==> src/rtl/booth_issue_seq.sv <==
// Operand-issue sequencer wrapping a Booth multiplier start/done port in valid/ready streams.
// Optional watchdog: define BOOTH_SEQ_TIMEOUT_EN to force a timeout result after TIMEOUT wait cycles.
module booth_issue_seq #(
  parameter int N       = 16,
  parameter int M       = 16,
  parameter int TIMEOUT = 64
) (
  input  logic           clk,
  input  logic           rst,
  input  logic           in_valid,
  output logic           in_ready,
  input  logic [N-1:0]   in_multiplicand,
  input  logic [M-1:0]   in_multiplier,
  output logic           mul_start,
  output logic [N:0]     mul_multiplicand,
  output logic [M:0]     mul_multiplier,
  input  logic [M+N-1:0] mul_product,
  input  logic           mul_done,
  output logic           res_valid,
  input  logic           res_ready,
  output logic [M+N-1:0] res_product,
  output logic           res_timeout,
  output logic           busy
);

  typedef enum logic [1:0] {
    IDLE,
    START,
    WAIT,
    CAPTURE
  } state_t;

  state_t state, state_nx;
  logic   armed;
  logic   accept;
  logic   cap_en;
  logic   forced;
  logic   to_hit;

  if (TIMEOUT <= M + 4) begin : g_bad_timeout
    $error("TIMEOUT must exceed M+4");
  end

  always_ff @(posedge clk) begin
    if (rst) state <= IDLE;
    else     state <= state_nx;
  end

  always_comb begin
    state_nx = state;
    unique case (state)
      IDLE:    if (in_valid) state_nx = START;
      START:   state_nx = WAIT;
      WAIT:    if ((armed && mul_done) || to_hit) state_nx = CAPTURE;
      CAPTURE: if (cap_en) state_nx = IDLE;
      default: state_nx = IDLE;
    endcase
  end

  always_comb begin
    in_ready  = (state == IDLE);
    mul_start = (state == START);
    busy      = (state != IDLE);
    accept    = (state == IDLE) && in_valid;
    cap_en    = (state == CAPTURE) && (!res_valid || res_ready);
  end

  always_ff @(posedge clk) begin
    if (rst) begin
      mul_multiplicand <= '0;
      mul_multiplier   <= '0;
      armed            <= 1'b0;
      res_valid        <= 1'b0;
      res_product      <= '0;
    end else begin
      if (accept) begin
        mul_multiplicand <= {in_multiplicand[N-1], in_multiplicand};
        mul_multiplier   <= {in_multiplier[M-1], in_multiplier};
        armed            <= 1'b0;
      end else if (state == WAIT && !mul_done) begin
        // a done seen before any low level is left over from the last op
        armed <= 1'b1;
      end
      if (cap_en) begin
        res_valid   <= 1'b1;
        res_product <= forced ? '0 : mul_product;
      end else if (res_ready) begin
        res_valid <= 1'b0;
      end
    end
  end

`ifdef BOOTH_SEQ_TIMEOUT_EN
  localparam int CW = $clog2(TIMEOUT + 1);

  logic [CW-1:0] wd_cnt;

  // the TIMEOUT-th wait cycle is the last one spent in WAIT
  assign to_hit = (state == WAIT) && (wd_cnt == CW'(TIMEOUT - 1));

  always_ff @(posedge clk) begin
    if (rst) begin
      wd_cnt      <= '0;
      forced      <= 1'b0;
      res_timeout <= 1'b0;
    end else begin
      if (accept)              wd_cnt <= '0;
      else if (state == WAIT)  wd_cnt <= wd_cnt + CW'(1);
      if (state == WAIT)
        forced <= to_hit && !(armed && mul_done);
      if (cap_en)              res_timeout <= forced;
      else if (res_ready)      res_timeout <= 1'b0;
    end
  end
`else
  assign to_hit      = 1'b0;
  assign forced      = 1'b0;
  assign res_timeout = 1'b0;
`endif

endmodule
==> config.mk <==
export PLATFORM = sky130hd
export DESIGN_NAME = booth_issue_seq
export DESIGN_NICKNAME = d
export VERILOG_FILES = /design/src/rtl/booth_issue_seq.sv
export SDC_FILE = /design/constraint.sdc
export NUM_CORES = 1
export LEC_CHECK = 0
export BUFFER_PORTS_ARGS = -buffer_cell sky130_fd_sc_hd__clkbuf_2
export CAP_MARGIN = 20
export CELL_PAD_IN_SITES_DETAIL_PLACEMENT = 1
export CELL_PAD_IN_SITES_GLOBAL_PLACEMENT = 2
export CORE_MARGIN = 10
export CORE_UTILIZATION = 21
export CTS_CLUSTER_SIZE = 40
export DETAILED_ROUTE_END_ITERATION = 6
export PLACE_DENSITY = 0.77
export SYNTH_ARGS = -nofsm -noshare
export SYNTH_HDL_FRONTEND = slang
export SYNTH_SLANG_ARGS = --single-unit
==> constraint.sdc <==
create_clock -name clk -period 1.5 [get_ports clk]
set_input_delay 0.3 -clock clk [delete_from_list [all_inputs] [get_ports clk]]
set_output_delay 0.3 -clock clk [all_outputs]
set_load 0.05 [all_outputs]
After elaboration in Yosys (flattened, before gate mapping):

Cells that the tools add are included.
W data, S select, Z words.

* flip-flop bits (word level): 68
* bits of input ports: 69
* output and inout port bits: 71
* logic and storage cells: 30

* eq/ne operators: 6
* mux-type cells: 6
* reduce and logical (&&, ||, !) cells: 12

Operators with widths (count)
* $pmux W2 S4: 1
* $mux W2: 3
* $ne A2 B2 Y1 const B: 3
* $eq A2 B2 Y1 const B: 2
* $logic_and A1 B1 Y1: 4
* $reduce_bool A2 Y1: 2
* $reduce_and A3 Y1: 1
* $eq A2 B1 Y1 const B: 1
* $logic_not A1 Y1: 2
* $logic_not A2 Y1: 1
* $mux W1: 2
* $reduce_or A2 Y1: 1
* $logic_or A1 B1 Y1: 1

Longest topological paths before layout:

Gate-level depths: netlist (run 1).

* depth after elaboration: 5
* mapped depth: 7
* gate-level depth less buffers: 5

Worst setup path before layout (run 1):

No wires, ideal clock.

* kind: reg-to-reg
* start point: reg state[0]
* end point: reg state[0]
* library setup time: 0.086 ns
* data arrival time: 1.588 ns
* data required time: 1.414 ns
* path slack: -0.173 ns
* stages on the path, launching flop included: 6
* clock period less this slack: 1.673 ns
* cell sequence: dfxtp_1 inv_1 ha_1 nor2b_1 a2111o_1 a211oi_1

* elaborated cells between the ends (all ways): 10
* classes of those cells: eq/ne: 6; mux: 1; reduce/logical: 3

RTL lines
* start: declaration: line 33 `state_t state, state_nx;`
* start signal: assignment: line 46 `else state <= state_nx;`
* $logic_not A2 Y1 *
* net in_ready: line 11 `output logic in_ready,`
* $ne A2 B2 Y1 (no source line)
* $reduce_and A3 Y1 (no source line)

The timed path passes the listed nets; every way through them passes the cells marked *.
A chain may end at the register's enable or synchronous reset.

Worst setup path after layout (run 1):

* start point: reg state[1]
* end point: out mul_start

* longest elaborated chain between the ends: 1

RTL lines
* $eq A2 B1 Y1: line 62 `mul_start = (state == START);`
* end: declaration: line 14 `output logic mul_start,`

Every way passes these cells.

==> impl_metrics.json, run 1 <==
{
  "grtUsageTotal": 0.112,
  "slew_viol_final": 0,
  "rsz0062_at_grt": "yes",
  "io_buffers": 138,
  "root_buffer": "clkbuf_16",
  "max_stage_delay_ns": 0.35,
  "end_kind": "output port",
  "critPathLaunchType": "register",
  "cp_slowest_cell": "dfxtp_4",
  "synth_area_per_cell_um2": 8.13,
  "synth.most_common_cell": "dfxtp_1",
  "die_height_um": 131,
  "yosys_register_bits": 68,
  "max-cap-violations": 0,
  "drt_iter0_drc": 149,
  "grt_pass1_vias": 2968,
  "cp_data_arrival_time_ns": 1.15,
  "setup-violations-final": 0,
  "outcome": "completed",
  "areaGrowthSynthToFinish_pct": 46.7,
  "first_pass_iters": 4,
  "powerDensity_nw_per_um2": 1700,
  "r2r-end": "state[0]",
  "cts_tree": "yes",
  "grt.overflow.total": 0,
  "worstHoldPathType": "in -> reg",
  "hold_viol_final": 0,
  "drc": 0,
  "required_ns": 1.20,
  "num_rows": 40,
  "tightest_slew_ns": 0.481,
  "start_util": 0.215,
  "synth_common_cells": "dfxtp_1, a21oi_1, nand2_1, nand3_1, o21ai_0",
  "critPathKind": "reg -> out",
  "period_needed_ns": 1.45,
  "yosys.area.top_type": "dfxtp_1",
  "htreeDepth": 3,
  "syn_inst": 318,
  "gp_congestion": 0.755,
  "dieArea_um2": 17100,
  "peakVddDrop_uv": 658,
  "postSynthNetCount": 392,
  "max_freq_ghz": 0.690,
  "diodes": 0,
  "synth_enable_flop_cells": 0,
  "yosysSeqAreaShare": 0.527,
  "grt_pass1_wl_um": 15000,
  "ioPinCount": 140,
  "whs_ns": 0.183,
  "reg2reg_depth": 5,
  "whs_path_depth": 3,
  "antenna_found_initial": 0,
  "drive_gt1_frac": 0.386,
  "path_cells": "inv_2 > ha_2 > buf_8",
  "grt_max_degree": 34,
  "clock-sinks": 68,
  "skew_ns": 0.00359,
  "ys.flop_type": "dfxtp_1",
  "fin_cells": 598,
  "ys_warn_count": 0,
  "wl_per_cell_um": 15.7,
  "synth_cell_types": 25,
  "cts_hold_buf": 0,
  "dp_hpwl_um": 7050,
  "relSlewSlack": 0.671,
  "max-clock-path-buffers": 2,
  "clk_latency_ns": 0.33,
  "r2r_start": "state[0]",
  "rrSetupSlack_ns": 0.07,
  "holdPathEnd": "mul_multiplicand[3]",
  "finalNetCount": 520,
  "netlist_area_um2": 2580,
  "dp.cells": 582,
  "ys_async_sr_fraction": 0,
  "vias_per_cell": 4.47,
  "p_leak_uw": 0.00165,
  "core_um2": 12000,
  "post-cts-setup-buffers": 0,
  "pre_cts_slack_ns": -0.0468,
  "cts_buffers": 9,
  "yosys.area.top_type_share": 0.527,
  "hold_start": "in_multiplicand[3]",
  "routed_wl_um": 9390,
  "dieWidth_um": 131,
  "ys_top_cells_by_area": "dfxtp_1, a21oi_1, nand2_1",
  "clk_pin_slew_ns": 0.05,
  "critical_path.max_fanout": 4,
  "detail-route-antenna-nets": 0,
  "dr_total_vias": 2671,
  "period_share": 0.966,
  "setup_slack_ns": 0.0511
}
cells by family (layout without fill, tap and decap cells):
kind of cell             count (synthesis)  count (layout)  share of synthesized area
AO/OA/AOI/OAI                          100             100                      0.198
adder cells (fa/ha/maj)                  5               5                     0.0242
buffers and inverters                   36             169                     0.0624
flip-flops                              68              68                      0.527
multiplexers                             1               1                    0.00387
other                                    1               1                    0.00145
AND/OR/NAND/NOR                        107             107                      0.183
layer usage:
layer	share of wire	track usage
met1	0.39	0.111
met2	0.48	0.188
met3	0.11	0.0661
met4	0.013	0.0419
met5	0	0
layout make-up:
cell class | instances | area, um2
Inverter | 4 | 17.5
Multi-Input combinational cell | 214 | 1100
Clock inverter | 2 | 10.0
Tap cell | 147 | 184
Fill cell | 1497 | 8220
Timing Repair Buffer | 149 | 862
Sequential cell | 68 | 1370
Clock buffer | 14 | 254
metrics by stage:
stage	area, um2	util	setup TNS, ns	total power (uW)
after global placement	3470	0.289	0	4410
after global routing	3790	0.316	-0.00612	6860
after floorplan	2600	-	0	3810
final	3790	0.316	0	6450
after CTS	3780	0.315	0	6540
after detailed placement	3470	0.289	-0.0468	4470
flip-flops by register name, indices dropped and copies added, names as in the netlist:
register and count:
mul_multiplier 16, res_valid 1, armed 1, mul_multiplicand 16
state 2, res_product 32
layout by cell type (no fill, tap or decap), drive strengths merged:
cell type / netlist / routed
buf: 18 / 14
clkbuf: 14 / 149
and2b: 1 / 1
inv: 4 / 4
ha: 5 / 5
nor3: 1 / 1
mux2i: 1 / 1
a2111oi: 1 / 1
nand2b: 3 / 3
dfxtp: 68 / 68
o21ai: 32 / 32
nor2b: 3 / 3
and2: 1 / 1
clkinv: 0 / 2
a211oi: 1 / 1
nand3: 32 / 32
nor2: 1 / 1
a2111o: 1 / 1
a21oi: 65 / 65
nand2: 65 / 65
conb: 1 / 1
worst max-delay path by stage:
| stage | from | endpoint | slack [ns] |
|---|---|---|---|
| floorplan | state[0] | state[0] | 0.02 |
| global placement | state[0] | state[0] | 0.005 |
| detailed placement | state[0] | state[0] | -0.05 |
| CTS | state[0] | state[0] | 0.0007 |
| global route | state[1] | mul_start | -0.004 |
| finish | state[1] | mul_start | 0.05 |
worst max-delay path, delay by kind of cell, from the launching register on:
kind	cells	cell delay, ns
DFF	1	0.35
buffers and inverters	2	0.26
adders and majority gates	1	0.21
report_power, final:
group | internal, uW | total [uW] | leakage (uW) | switching (uW)
clock | 1160 | 1890 | 0.000131 | 729
combinational | 713 | 2380 | 0.000967 | 1670
sequential | 2050 | 2180 | 0.000554 | 129
total | 3920 | 6450 | 0.00165 | 2530
timing repair:
| action | 4_1_cts | 5_1_grt |
|---|---|---|
| resized for setup | 14 | 7 |
| endpoints found under the setup margin | 4 | 12 |
| pin swaps | 2 | 1 |
Note: power is estimated with default switching activity, not from simulation.
==> run 2, diff against run 1 <==
PLACE_DENSITY = unset   (was 0.77)
PLACE_DENSITY_LB_ADDON = 0.12   (was unset)
==> impl_metrics.json, run 2 (same netlist as run 1, synthesis figures left out) <==
{
  "drt_iter0_drc": 104,
  "cts_buffers": 9,
  "detail-route-antenna-nets": 0,
  "ioPinCount": 140,
  "skew_ns": 0.00377,
  "max-clock-path-buffers": 2,
  "antenna_found_initial": 0,
  "rsz0062_at_grt": "yes",
  "crit_end": "mul_start",
  "peakVddDrop_uv": 806,
  "max-cap-violations": 0,
  "dieWidth_um": 131,
  "slew_viol_final": 0,
  "end_kind": "output port",
  "rrSetupSlack_ns": 0.05,
  "p_clk_frac": 0.298,
  "drc": 0,
  "hold_viol_final": 0,
  "wl_per_cell_um": 16.4,
  "layout_common_cells": "clkbuf_2, dfxtp_1, nand2_1, a21oi_1, nand3_1",
  "r2r_start": "state[0]",
  "design_area_um2": 3820,
  "required_ns": 1.20,
  "startpoint": "state[0]",
  "relSlewSlack": 0.632,
  "p_int_uw": 3930,
  "areaGrowthSynthToFinish_pct": 47.7,
  "root_buffer": "clkbuf_16",
  "seqPwrFrac": 0.336,
  "gp_congestion": 0.724,
  "clk_latency_ns": 0.32,
  "grt_max_degree": 34,
  "die_height_um": 131,
  "num_rows": 40,
  "whs_ns": 0.192,
  "grtUsageTotal": 0.117,
  "critPathKind": "reg -> out",
  "outcome": "completed",
  "io_buffers": 138,
  "drive_gt1_frac": 0.389,
  "p_leak_uw": 0.00167,
  "grt_pass1_wl_um": 15600,
  "tightest_slew_ns": 0.552,
  "cts_tree": "yes",
  "start_util": 0.215,
  "finalNetCount": 522,
  "max_freq_ghz": 0.685,
  "period_share": 0.973,
  "dp_hpwl_um": 7090,
  "setup-violations-final": 0,
  "p_comb_frac": 0.366,
  "reg2reg_depth": 4,
  "grt_pass1_vias": 2930,
  "cp_data_arrival_time_ns": 1.16,
  "dr_total_vias": 2650,
  "core_um2": 12000,
  "diodes": 0,
  "routed_wl_um": 9790,
  "layout_commonest_cell": "clkbuf_2",
  "placed_cell_area_um2": 3500,
  "largest_register_ffs": 32,
  "worstHoldPathType": "in -> reg",
  "grt.overflow.total": 0,
  "power_switching_share": 0.392,
  "r2r-end": "state[0]",
  "p_sw_uw": 2540,
  "powerDensity_nw_per_um2": 1690,
  "reg.largest.list": "res_product x32, mul_multiplicand x16, mul_multiplier x16",
  "postLayoutCoreUtil": 0.318,
  "whs_path_depth": 3,
  "critPathLaunchType": "register",
  "period_needed_ns": 1.46,
  "critical_path.max_fanout": 2,
  "htreeDepth": 3,
  "cts_hold_buf": 0,
  "dieArea_um2": 17100,
  "top_register": "res_product",
  "vias_per_cell": 4.42,
  "first_pass_iters": 4,
  "clk_pin_slew_ns": 0.05,
  "clock-sinks": 68
}
-- run 2: cell count changes in the layout (fill, tap and decap cells not counted), sizes merged --
cell,previous run,this run
buf,14,15
-- run 2: how the worst min path moves through the flow --
stage	from	endpoint	slack, ns
3_3_place_gp	mul_multiplier[0]	mul_multiplier[0]	0.44
2_1_floorplan	in_multiplier[12]	mul_multiplier[12]	0.44
5_1_grt	in_multiplier[1]	mul_multiplier[1]	0.19
4_1_cts	in_multiplier[8]	mul_multiplier[8]	0.17
6_report	in_multiplier[8]	mul_multiplier[8]	0.19
3_5_place_dp	mul_multiplier[8]	mul_multiplier[8]	0.45
-- run 2: area by class of cell --
cell class	instances	area, um2
multi-input cells	214	1100
clock inverters	2	10.0
inverters	4	20.0
flip-flops and latches	68	1370
well taps	147	184
repair buffers	151	882
fillers	1457	8190
clock buffers	13	260
-- run 2: power groups by stage --
stage | Sequential, uW | Combinational (uW) | Clock (uW)
global route | 2210 | 2570 | 2120
floorplan | 2880 | 928 | 0
detailed placement | 2200 | 2280 | 0
finish | 2180 | 2370 | 1920
CTS | 2180 | 2370 | 2030
global placement | 2190 | 2270 | 0
-- run 2: critical path, cell delays in order (launching register included) --
cell     delay [ns]
dfxtp_2        0.33
buf_4          0.14
ha_1           0.18
buf_4          0.19
-- run 2: per-layer routing --
layer | global-route usage | vias to the layer above | part of all wire
met4 | 0.0432 | 0 | 0.010
li1 | - | 1328 | -
met2 | 0.196 | 90 | 0.48
met5 | 0 | - | 0
met1 | 0.122 | 1225 | 0.40
met3 | 0.0600 | 7 | 0.11
-- run 2: what timing repair did --
action / 4_1_cts / 5_1_grt
pin swaps: 2 / 1
resized for setup: 13 / 7
buffers inserted: 0 / 0
hold endpoints to repair: 0 / 0
setup endpoints to repair: 4 / 22
-- run 2: through the flow --
| stage | std cells | total power (uW) | TNS, ns | setup WS [ns] |
|---|---|---|---|---|
| floorplan | 318 | 3810 | 0 | 0.0225 |
| global placement | 584 | 4450 | -0.00981 | -0.00981 |
| detailed placement | 584 | 4480 | -0.0483 | -0.0483 |
| CTS | 599 | 6570 | 0 | 0.00715 |
| global route | 599 | 6900 | -0.0695 | -0.0685 |
| finish | 599 | 6470 | 0 | 0.0403 |
